## src/rtl/edge_detector_bank.sv

```systemverilog
// Bank of independent synchronise / debounce / edge-detect channels with a
// per-channel pulse output and a sticky pending/missed handshake.
module edge_detector_bank #(
    parameter int CHANNELS        = 4,
    parameter int SYNC_STAGES     = 2,
    parameter int DEBOUNCE_CYCLES = 16,
    parameter int CNT_WIDTH       = 16
) (
    input  logic                  clk,
    input  logic                  sync_reset,
    input  logic [CHANNELS-1:0]   signal_input,
    input  logic [2*CHANNELS-1:0] mode,
    input  logic [CHANNELS-1:0]   event_clear,
    output logic [CHANNELS-1:0]   signal_level,
    output logic [CHANNELS-1:0]   edge_pulse,
    output logic [CHANNELS-1:0]   edge_pending,
    output logic [CHANNELS-1:0]   edge_missed,
    output logic                  any_pending
);

    localparam logic [CNT_WIDTH-1:0] CNT_LAST = CNT_WIDTH'(DEBOUNCE_CYCLES - 1);
    localparam logic [CNT_WIDTH-1:0] CNT_ZERO = {CNT_WIDTH{1'b0}};
    localparam logic [CNT_WIDTH-1:0] CNT_ONE  = {{(CNT_WIDTH-1){1'b0}}, 1'b1};

    for (genvar i = 0; i < CHANNELS; i++) begin : g_chan
        logic [SYNC_STAGES-1:0] sync_chain_r;
        logic [CNT_WIDTH-1:0]   cnt_r;
        logic                   level_r;
        logic                   pulse_r;
        logic                   pending_r;
        logic                   missed_r;
        logic                   sync_out_s;
        logic                   accept_s;
        logic                   mode_hit_s;

        // Level-change acceptance and mode qualification of the pending transition.
        always_comb begin
            sync_out_s = sync_chain_r[SYNC_STAGES-1];
            accept_s   = (sync_out_s != level_r) && (cnt_r == CNT_LAST);
            case (mode[2*i +: 2])
                2'b01:   mode_hit_s = sync_out_s;
                2'b10:   mode_hit_s = ~sync_out_s;
                2'b11:   mode_hit_s = 1'b1;
                default: mode_hit_s = 1'b0;
            endcase
        end

        // Synchroniser, debounce counter, pulse and pending/missed state.
        always_ff @(posedge clk) begin
            if (sync_reset) begin
                sync_chain_r <= {SYNC_STAGES{1'b0}};
                cnt_r        <= CNT_ZERO;
                level_r      <= 1'b0;
                pulse_r      <= 1'b0;
                pending_r    <= 1'b0;
                missed_r     <= 1'b0;
            end else begin
                sync_chain_r <= {sync_chain_r[SYNC_STAGES-2:0], signal_input[i]};

                if (sync_out_s == level_r) begin
                    cnt_r <= CNT_ZERO;
                end else if (accept_s) begin
                    level_r <= sync_out_s;
                    cnt_r   <= CNT_ZERO;
                end else begin
                    cnt_r <= cnt_r + CNT_ONE;
                end

                pulse_r <= accept_s & mode_hit_s;

                // A clear coinciding with a new pulse consumes the old event only.
                case ({pulse_r, event_clear[i]})
                    2'b10: begin
                        missed_r  <= missed_r | pending_r;
                        pending_r <= 1'b1;
                    end
                    2'b11: begin
                        pending_r <= 1'b1;
                        missed_r  <= 1'b0;
                    end
                    2'b01: begin
                        pending_r <= 1'b0;
                        missed_r  <= 1'b0;
                    end
                    default: begin
                        pending_r <= pending_r;
                        missed_r  <= missed_r;
                    end
                endcase
            end
        end

        assign signal_level[i] = level_r;
        assign edge_pulse[i]   = pulse_r;
        assign edge_pending[i] = pending_r;
        assign edge_missed[i]  = missed_r;
    end

    assign any_pending = |edge_pending;

endmodule

```

## config.mk

```make
export PLATFORM = sky130hd
export DESIGN_NAME = edge_detector_bank
export DESIGN_NICKNAME = d
export VERILOG_FILES = /design/src/rtl/edge_detector_bank.sv
export SDC_FILE = /design/constraint.sdc
export NUM_CORES = 1
export LEC_CHECK = 0
export ABC_CLOCK_PERIOD_IN_PS = 4400
export CORE_MARGIN = 10
export CORE_UTILIZATION = 50
export DETAILED_ROUTE_END_ITERATION = 8
export PLACE_DENSITY_LB_ADDON = 0.3
export SETUP_SLACK_MARGIN = 0.1
export SLEW_MARGIN = 20
export SYNTH_ARGS = -nofsm -noshare
export SYNTH_HDL_FRONTEND = slang
export SYNTH_SLANG_ARGS = --single-unit
```

## constraint.sdc

```tcl
create_clock -name clk -period 4.4 [get_ports clk]
set_input_delay 1.1 -clock clk [delete_from_list [all_inputs] [get_ports clk]]
set_output_delay 1.1 -clock clk [all_outputs]
set_load 0.01 [all_outputs]
```

# --- Yosys cells after proc, flatten, opt, wreduce, memory -nomap -nowiden ---
# Cells that the tools add are included.
op_classes:
  addsub: 4
  n_eq_ne: 36
  mux: 12
  bitwise_logic: 16
  reduce_logical: 29
ops:
  columns: ["cell", "count"]
  rows:
  - ["$add A16 B1 Y16 const B", 4]
  - ["$eq A16 B4 Y1 const B", 4]
  - ["$eq A2 B2 Y1 const B", 16]
  - ["$eq A2 B1 Y1 const B", 8]
  - ["$pmux W1 S2", 8]
  - ["$reduce_bool A2 Y1", 8]
  - ["$reduce_or A2 Y1", 8]
  - ["$pmux W1 S3", 4]
  - ["$reduce_or A3 Y1", 4]
  - ["$not A1 Y1", 8]
  - ["$reduce_and A2 Y1", 4]
  - ["$and A1 B1 Y1", 4]
  - ["$eq A1 B1 Y1", 4]
  - ["$logic_and A1 B1 Y1", 4]
  - ["$ne A1 B1 Y1", 4]
  - ["$or A1 B1 Y1", 4]
  - ["$reduce_or A4 Y1", 1]
word_totals:
  reg_bits: 88
  inputBits: 18
  out_inout_bits: 17
  elab_cells: 121

# --- Depth between registers and ports, before layout ---
# Gate-level depths: netlist (run 1).
logic_depth:
  word_depth: 3
  depth_mapped: 6
  depth_no_buf: 5

# --- Worst setup path before layout (run 1) ---
# Ideal clock, no wire load.
synth_timing:
  path_type: "register to output"
  startpoint: "register g_chan[3].pending_r"
  endpoint: "output port any_pending"
  t_arrival_ps: 876
  required_time_ps: 3300
  path_slack_ps: 2424
  stages_incl_launch_ff: 2
  n_path_buf: 0
  path_cell_list: "dfxtp_1 or4_1"
synth_between:
  elab_chain_cells: 1
synth_rtl:
  columns: ["item", "line", "text"]
  rows:
  - ["from (decl)", "30", "logic pending_r;"]
  - ["from (signal assigned)", "86", "pending_r <= pending_r;"]
  - ["$reduce_or A4 Y1", "99", "assign any_pending = |edge_pending;"]
  - ["to (decl)", "18", "output logic any_pending"]
# No other way between the ends.

# --- Worst setup path in the final report (run 1) ---
# Same ends and word-level chain as after synthesis.

==> results of run 1 <==
[cells by family (layout without fill, tap and decap cells)]
kind of cell,after synthesis,count (layout),share of synthesized area
simple gates,201,201,0.300
flops,88,88,0.458
xor+xnor,60,60,0.137
buf+inv,41,69,0.0605
compound gates,8,8,0.0104
mux,8,8,0.0208
fa+ha+maj,4,4,0.0130
[layout make-up]
type / count / area (sq um) / share of cell area
clock buffers: 12 / 145 / 0.0336
clock inverters: 4 / 20.0 / 0.00464
inverters: 18 / 67.6 / 0.0157
multi-input cells: 281 / 1850 / 0.429
flip-flops and latches: 88 / 1760 / 0.408
well taps: 99 / 124 / 0.0287
repair buffers: 35 / 348 / 0.0806
[placed cells by master, fill, tap and decap left out, types with 2 or more instances in the layout]
master and count:
nand3_2 3, nor2b_1 8, clkdlybuf4s50_1 34, inv_1 18, ha_1 4, nand4_1 11
nand2_1 9, a21oi_1 8, clkinv_2 4, nor4_2 16, nor4_1 16, dfxtp_1 88
xor2_1 10, nand4_2 4, and3_1 6, mux2i_1 8, clkbuf_8 10, nand3_1 20
nand2b_1 3, nor3_1 20, clkbuf_1 2, nor2_1 79, xnor2_1 50
[routing by layer]
| layer | vias up | share of wire | GRT usage |
|---|---|---|---|
| li1 | 1418 | - | - |
| met1 | 1280 | 0.48 | 0.163 |
| met2 | 34 | 0.44 | 0.188 |
| met3 | 11 | 0.053 | 0.0443 |
| met4 | 0 | 0.019 | 0.0725 |
| met5 | - | 0 | 0 |
[registers in the layout, indices dropped and copies added (netlist names)]
register and count:
g_chan.sync_chain_r 8, g_chan.missed_r 4, g_chan.pulse_r 4, g_chan.pending_r 4
g_chan.level_r 4, g_chan.cnt_r 64
[metrics by stage]
step,std cells,instance area [sq um]
2_1_floorplan,410,3840
5_1_grt,537,4320
6_report,537,4320
3_5_place_dp,521,4150
4_1_cts,537,4320
3_3_place_gp,521,4150
[power groups by stage]
stage	clock, uW	sequential [uW]	combinational, uW
6_report	487	803	33.3
3_3_place_gp	0	822	33.4
5_1_grt	539	804	37.0
2_1_floorplan	0	821	15.7
4_1_cts	505	803	33.8
3_5_place_dp	0	822	33.7
[final timing paths]
kind | start | to | slack, ns | cells past startpoint
setup / recovery | g_chan[3].pending_r | any_pending | 1.53 | 2
hold / removal | g_chan[3].sync_chain_r[0] | g_chan[3].sync_chain_r[1] | 0.44 | 1
setup reg to reg | g_chan[0].cnt_r[0] | g_chan[0].cnt_r[14] | 2.60 | 5
hold reg to reg | g_chan[3].sync_chain_r[0] | g_chan[3].sync_chain_r[1] | 0.44 | 1
==> out/results.ini, run 1 <==
[outcome]
outcome=completed

[synthesis]
synth_commonest_cells=dfxtp_1, nor2_1, xnor2_1, nand3_1, nor3_1
netlist.area_leader.share=0.458
async_reset_ff_frac=0
ys.flop_type=dfxtp_1
ys_top_cells_by_area=dfxtp_1, xnor2_1, nor2_1
synthesis.nets=432
synthCells=410
yosysSeqAreaShare=0.458
synth.distinct_cells=28
netlist_area_sq_um=3840
avgSynthCellArea_sq_um=9.37
synth_seq_cells=88
synth_edf_count=0
post-synth-top-count-cell=dfxtp_1
yosysWarnings=0
synth_top_area_cell=dfxtp_1

[die]
ioPinCount=35
fp.dieW_um=108
rows=31
die_y_um=108
initial_utilization=0.522
core_sq_um=7370
dieArea_sq_um=11600

[setup_path]
cp_max_fo=4
path_buf_inv=1
slowest_stage=or4_1
start_kind=flip-flop
criticalPathCategory=flip-flop to primary output
crit_family=simple AND/OR/NAND/NOR gates
cp.required_ns=3.30
cp_cell_sequence=or4_1 > clkdlybuf4s50_1
cp.arrival_ns=1.77
critPathMaxStageDelay_ns=0.57
critPathCaptureType=primary output

[pwr]
p_per_area_nw_per_um2=307
total_power_uw=1320
pwr-share-clk=0.368
peakVddDrop_v=0.000179
power_frac_comb=0.025
switchingPower_uw=287
power.share.sequential=0.607
swShare=0.217
leakage_uw=0.00134
internal_power_uw=1040

[sta]
clock_skew_ns=0.00547
setup_viol=0
worst_slack_ns=1.53
drv_slew=0
worst_slew_pin_slew_ns=0.597
max_slew_margin=0.602
hold_viol_final=0
rsz0062_at_grt=false
fin_setup_tns_ns=0
fmax_ghz=0.348
whs_ns=0.442
min_period_ns=2.87
final.period_utilization=0.652

[place]
gp_congestion=0.799
io_buffers=34
post-place-ws_ns=1.80
dp_hpwl_mm=5.09

[drt]
wirelength_mm=7.11
drtAntennaViolNets=0
vias=2743
via_per_inst=5.11
drtIter0Drc=76
wl_per_cell_um=13.2
first_pass_iters=6
drc=0

[grt]
antenna_found_initial=0
grt_first_pass_wirelength_mm=12.1
grt_max_degree=26
grt_use_total=0.129
grt_remaining_overflow=0
grt_pass1_vias=2654

[clock_network]
htreeDepth=3
clock-sinks=88
cts_hold_buf=0
clock_latency_ns=0.35
cts_root_buf=clkbuf_8
numCtsBuffers=9
cts_resized=0
cts_tree=yes
clk_pin_slew_ns=0.08
cts_setup_buffers=0
cts_buffer_depth=2

[final_layout]
n_antenna_cell=0
fillers=673
drive_gt1_frac=0.0982
final_util=0.586
area_delta_synth_final_pct=12.3
layout.nets=455

[min_path]
min_path_type=flip-flop to flip-flop

[job]
cap_violations=0

Note: power is estimated with default switching activity, not from simulation.
==> run 2: changes to the inputs <==
ABC_CLOCK_PERIOD_IN_PS = 2400   (was 4400)
clock period = 2.4 ns   (was 4.4 ns; I/O delays follow)
==> out/results.ini, run 2 (same netlist as run 1, synthesis figures left out) <==
[outcome]
outcome=completed

[die]
dieArea_sq_um=11600  ; unchanged
fp.dieW_um=108  ; unchanged
die_y_um=108  ; unchanged
ioPinCount=35  ; unchanged
core_sq_um=7370  ; unchanged
rows=31  ; unchanged
initial_utilization=0.522  ; unchanged

[final_layout]
n_antenna_cell=0  ; unchanged
fin_cells=537  ; unchanged
largest_register_ffs=64  ; unchanged
final_common_cell=dfxtp_1
top_regs=g_chan.cnt_r: 64 flops, g_chan.sync_chain_r: 8 flops
drive_gt1_frac=0.103  ; +0.00457
regMostFlops=g_chan.cnt_r
area_delta_synth_final_pct=13.6
final_cell_mix=dfxtp_1, nor2_1, xnor2_1
layout.nets=455  ; unchanged

[min_path]
min_path_type=flip-flop to flip-flop

[grt]
grt_use_total=0.129  ; +0.000172
antenna_found_initial=0  ; unchanged
grt_remaining_overflow=0  ; unchanged
grt_pass1_vias=2701  ; +1.8%
grt_first_pass_wirelength_mm=12.3  ; +1.5%
grt_use_met3=0.0497  ; +0.00539
use_met2=0.199  ; +0.0108
grt_max_degree=22  ; -15%
top_usage_layer=met2
use_met1=0.160  ; -0.00232

[drt]
drc=0  ; unchanged
vias=2767  ; +0.87%
via_per_inst=5.15  ; +0.87%
wirelength_mm=7.13  ; +0.39%
wl_per_cell_um=13.3  ; +0.39%
drtIter0Drc=42  ; -45%
drtAntennaViolNets=0  ; unchanged
first_pass_iters=4  ; -2

[pwr]
peakVddDrop_v=0.000444  ; +150%
leakage_uw=0.00136  ; +1.6%
p_per_area_nw_per_um2=591  ; +93%

[setup_path]
criticalPathCategory=flip-flop to primary output
cp_cell_sequence=or4_1 > dlygate4sd2_1
cp.arrival_ns=1.59  ; -0.18 ns
slowest_stage=or4_1
critPathMaxStageDelay_ns=0.56  ; about the same
rr_startpoint=g_chan[0].cnt_r[0]
start_kind=flip-flop
cp.required_ns=1.80  ; -1.50 ns
worstReg2RegEnd=g_chan[0].cnt_r[6]
reg2reg_depth=5  ; unchanged
crit_path_start=g_chan[3].pending_r
critPathCaptureType=primary output
rrSetupSlack_ns=0.67  ; -1.93 ns
cp_max_fo=4  ; unchanged
crit_end=any_pending

[place]
post-place-ws_ns=0.272  ; -1.53 ns
io_buffers=34  ; unchanged
dp_hpwl_mm=5.23  ; +2.7%
gp_congestion=0.790  ; -1.0%
dp.cells=521  ; unchanged

[sta]
fmax_ghz=0.457
clock_skew_ns=0.00817  ; +0.00270 ns
min_period_ns=2.19
worst_slew_pin_slew_ns=0.556  ; -0.0410 ns
setup_viol=0  ; unchanged
rsz0062_at_grt=false
final.period_utilization=0.912
max_slew_margin=0.629  ; +0.0273
hold_viol_final=0  ; unchanged
whs_ns=0.444  ; +0.00279 ns
drv_slew=0  ; unchanged
fin_setup_tns_ns=0  ; unchanged
worst_slack_ns=0.212  ; -1.32 ns

[clock_network]
numCtsBuffers=9  ; unchanged
cts_resized=1  ; +1
cts_setup_buffers=0  ; unchanged
clock_latency_ns=0.35  ; about the same
cts_root_buf=clkbuf_8
htreeDepth=3  ; unchanged
clock-sinks=88  ; unchanged
clk_pin_slew_ns=0.08  ; about the same
cts_hold_buf=0  ; unchanged
cts_buffer_depth=2  ; unchanged
cts_tree=yes

[job]
cap_violations=0  ; unchanged

==> run 2: cell types whose count changed in the layout (fill, tap and decap cells not counted) <==
cell             change
clkinvlp_4           +2
dlygate4sd2_1        +1
buf_4                -1
clkdlybuf4s50_1      -1
clkbuf_8             +1
bufinv_16            +1
buf_12               +1
clkinv_2             -2
clkbuf_1             -2
==> run 2: how the worst min path moves through the flow <==
stage	startpoint	to	cells past startpoint
2_1_floorplan	g_chan[0].sync_chain_r[0]	g_chan[0].sync_chain_r[1]	1
3_3_place_gp	g_chan[2].sync_chain_r[0]	g_chan[2].sync_chain_r[1]	1
3_5_place_dp	g_chan[1].sync_chain_r[0]	g_chan[1].sync_chain_r[1]	1
4_1_cts	g_chan[2].sync_chain_r[0]	g_chan[2].sync_chain_r[1]	1
5_1_grt	g_chan[0].sync_chain_r[0]	g_chan[0].sync_chain_r[1]	1
6_report	g_chan[2].sync_chain_r[0]	g_chan[2].sync_chain_r[1]	1
==> run 2: worst max-delay path, delay by kind of cell (launching register included) <==
family        cells  cell delay (ns)
flops             1             0.36
buf+inv           1             0.32
simple gates      1             0.56
==> run 2: area by class of cell <==
class / instances / area, sq um
repair buffers: 35 / 359
fillers: 663 / 3000
clock inverters: 5 / 55.1
well taps: 99 / 124
inverters: 18 / 67.6
flip-flops and latches: 88 / 1760
multi-input cells: 281 / 1850
clock buffers: 11 / 151
==> run 2: layer usage <==
metal  wire length [um]  part of all wire
met1               3440              0.48
met2               3200              0.45
met3                374             0.052
met4                116             0.016
met5                  0                 0
==> run 2: stage by stage <==
stage / utilization / area [sq um] / power, uW
after CTS: 0.593 / 4370 / 2610
after global placement: 0.565 / 4160 / 1570
after detailed placement: 0.565 / 4160 / 1570
final: 0.593 / 4370 / 2580
after global routing: 0.593 / 4370 / 2670
after floorplan: - / 3840 / 1530
==> run 2: report_power, final <==
part	switching (uW)	internal [uW]
Combinational	26.5	37.7
Sequential	6.06	1470
Clock	512	534
==> run 3: changes to the inputs <==
==> constraint.sdc (replaced) <==
create_clock -name clk -period 2.4 [get_ports clk]
set_input_delay 0.48 -clock clk [delete_from_list [all_inputs] [get_ports clk]]
set_output_delay 0.48 -clock clk [all_outputs]
set_load 0.01 [all_outputs]
==> out/results.ini, run 3 (same netlist as run 1, synthesis figures left out) <==
[drt]
drtIter0Drc=78  ; +86%
wirelength_mm=7.09  ; -0.62%
wl_per_cell_um=13.2  ; -0.99%
vias=2751  ; -0.58%
drc=0  ; unchanged
drtAntennaViolNets=0  ; unchanged
via_per_inst=5.10  ; -0.95%
first_pass_iters=5  ; +1

[sta]
min_period_ns=2.19  ; +0.00483 ns
rsz0062_at_grt=false
clock_skew_ns=0.0104  ; +0.00221 ns
final.period_utilization=0.914  ; +0.00201
max_slew_margin=0.617  ; -0.0121
worst_slew_pin_slew_ns=0.574  ; +0.0181 ns
fmax_ghz=0.456  ; -0.22%
fin_setup_tns_ns=0  ; unchanged
drv_slew=0  ; unchanged
setup_viol=0  ; unchanged
hold_viol_final=0  ; unchanged

[die]
dieArea_sq_um=11600  ; unchanged
rows=31  ; unchanged
fp.dieW_um=108  ; unchanged
die_y_um=108  ; unchanged
ioPinCount=35  ; unchanged
core_sq_um=7370  ; unchanged
initial_utilization=0.522  ; unchanged

[job]
cap_violations=0  ; unchanged

[setup_path]
cp_max_fo=4  ; unchanged
cp.required_ns=1.92  ; +0.12 ns
start_kind=flip-flop
critPathCaptureType=primary output
criticalPathCategory=flip-flop to primary output
cp.arrival_ns=1.71  ; +0.12 ns

[clock_network]
clock-sinks=88  ; unchanged
cts_hold_buf=0  ; unchanged
htreeDepth=3  ; unchanged
clk_pin_slew_ns=0.08  ; about the same
cts_buffer_depth=2  ; unchanged
numCtsBuffers=9  ; unchanged
cts_tree=yes
cts_resized=0  ; -1
cts_root_buf=clkbuf_8
cts_setup_buffers=0  ; unchanged
clock_latency_ns=0.35  ; about the same

[final_layout]
area_delta_synth_final_pct=14.0
fillers=635  ; -4.2%
regMostFlops=g_chan.cnt_r
final_cell_mix=dfxtp_1, nor2_1, xnor2_1
layout.nets=457  ; +0.44%
largest_register_ffs=64  ; unchanged
final_common_cell=dfxtp_1
n_antenna_cell=0  ; unchanged
top_regs=g_chan.cnt_r: 64 flops, g_chan.sync_chain_r: 8 flops
drive_gt1_frac=0.107  ; +0.00408
final_cell_area_sq_um=4380  ; +0.32%

[place]
gp_congestion=0.803  ; +1.5%
io_buffers=34  ; unchanged
placed_cell_area_sq_um=4170  ; about the same
dp_hpwl_mm=5.04  ; -3.5%

[grt]
antenna_found_initial=0  ; unchanged
grt_max_degree=16  ; -27%
grt_pass1_vias=2633  ; -2.5%
grt_first_pass_wirelength_mm=12.2  ; -0.67%
grt_use_total=0.128  ; -0.00168
grt_remaining_overflow=0  ; unchanged

[min_path]
min_path_type=flip-flop to flip-flop

[pwr]
leakage_uw=0.00137  ; +0.54%
total_power_uw=2620  ; +1.3%
p_per_area_nw_per_um2=597  ; +0.95%
peakVddDrop_v=0.000355  ; -20%

[outcome]
outcome=completed

## run 3: cell count changes in the layout (fill, tap and decap cells not counted), sizes merged
cell,previous run,this run
clkdlybuf4s50,33,34
clkinvlp,2,1
dlygate4sd2,1,0
clkbuf,11,12
buf,1,3
## run 3: final cells by class
class | count | area [sq um] | share of cell area
clock inverter | 4 | 51.3 | 0.0117
timing repair buffer | 37 | 363 | 0.0828
inverter | 18 | 67.6 | 0.0154
tap | 99 | 124 | 0.0283
sequential | 88 | 1760 | 0.402
clock buffer | 12 | 165 | 0.0377
multi-input combinational | 281 | 1850 | 0.422
## run 3: worst paths after layout
kind,from,endpoint,slack (ns),cells past startpoint
worst max-delay path,g_chan[3].pending_r,any_pending,0.21,2
worst min-delay path,g_chan[1].sync_chain_r[0],g_chan[1].sync_chain_r[1],0.44,1
worst max register to register,g_chan[0].cnt_r[0],g_chan[0].cnt_r[15],0.66,5
worst min register to register,g_chan[1].sync_chain_r[0],g_chan[1].sync_chain_r[1],0.44,1
## run 3: routing by layer
| metal | share of wire | track usage | up-vias |
|---|---|---|---|
| met5 | 0 | 0 | - |
| met4 | 0.010 | 0.0544 | 0 |
| met3 | 0.044 | 0.0371 | 5 |
| met2 | 0.44 | 0.190 | 29 |
| met1 | 0.50 | 0.168 | 1293 |
| li1 | - | - | 1424 |
## run 3: per-stage QoR
| stage | cells | util | setup slack (ns) | hold WS (ns) |
|---|---|---|---|---|
| 4_1_cts | 539 | 0.595 | 0.186 | 0.444 |
| 3_5_place_dp | 523 | 0.565 | 0.467 | 0.426 |
| 2_1_floorplan | 410 | - | 0.964 | 0.414 |
| 3_3_place_gp | 523 | 0.565 | 0.513 | 0.417 |
| 5_1_grt | 539 | 0.595 | 0.123 | 0.479 |
| 6_report | 539 | 0.595 | 0.207 | 0.439 |
## run 3: where the power goes
part           total [uW]  leakage, uW  switching (uW)  internal [uW]
clock                1080     0.000109             512            567
sequential           1470     0.000710            6.16           1470
combinational        64.3     0.000553            26.6           37.7
## run 3: critical path: stages, from the launching register on
cell and delay, ns:
dfxtp_1 0.34, or4_1 0.51, clkdlybuf4s50_1 0.52
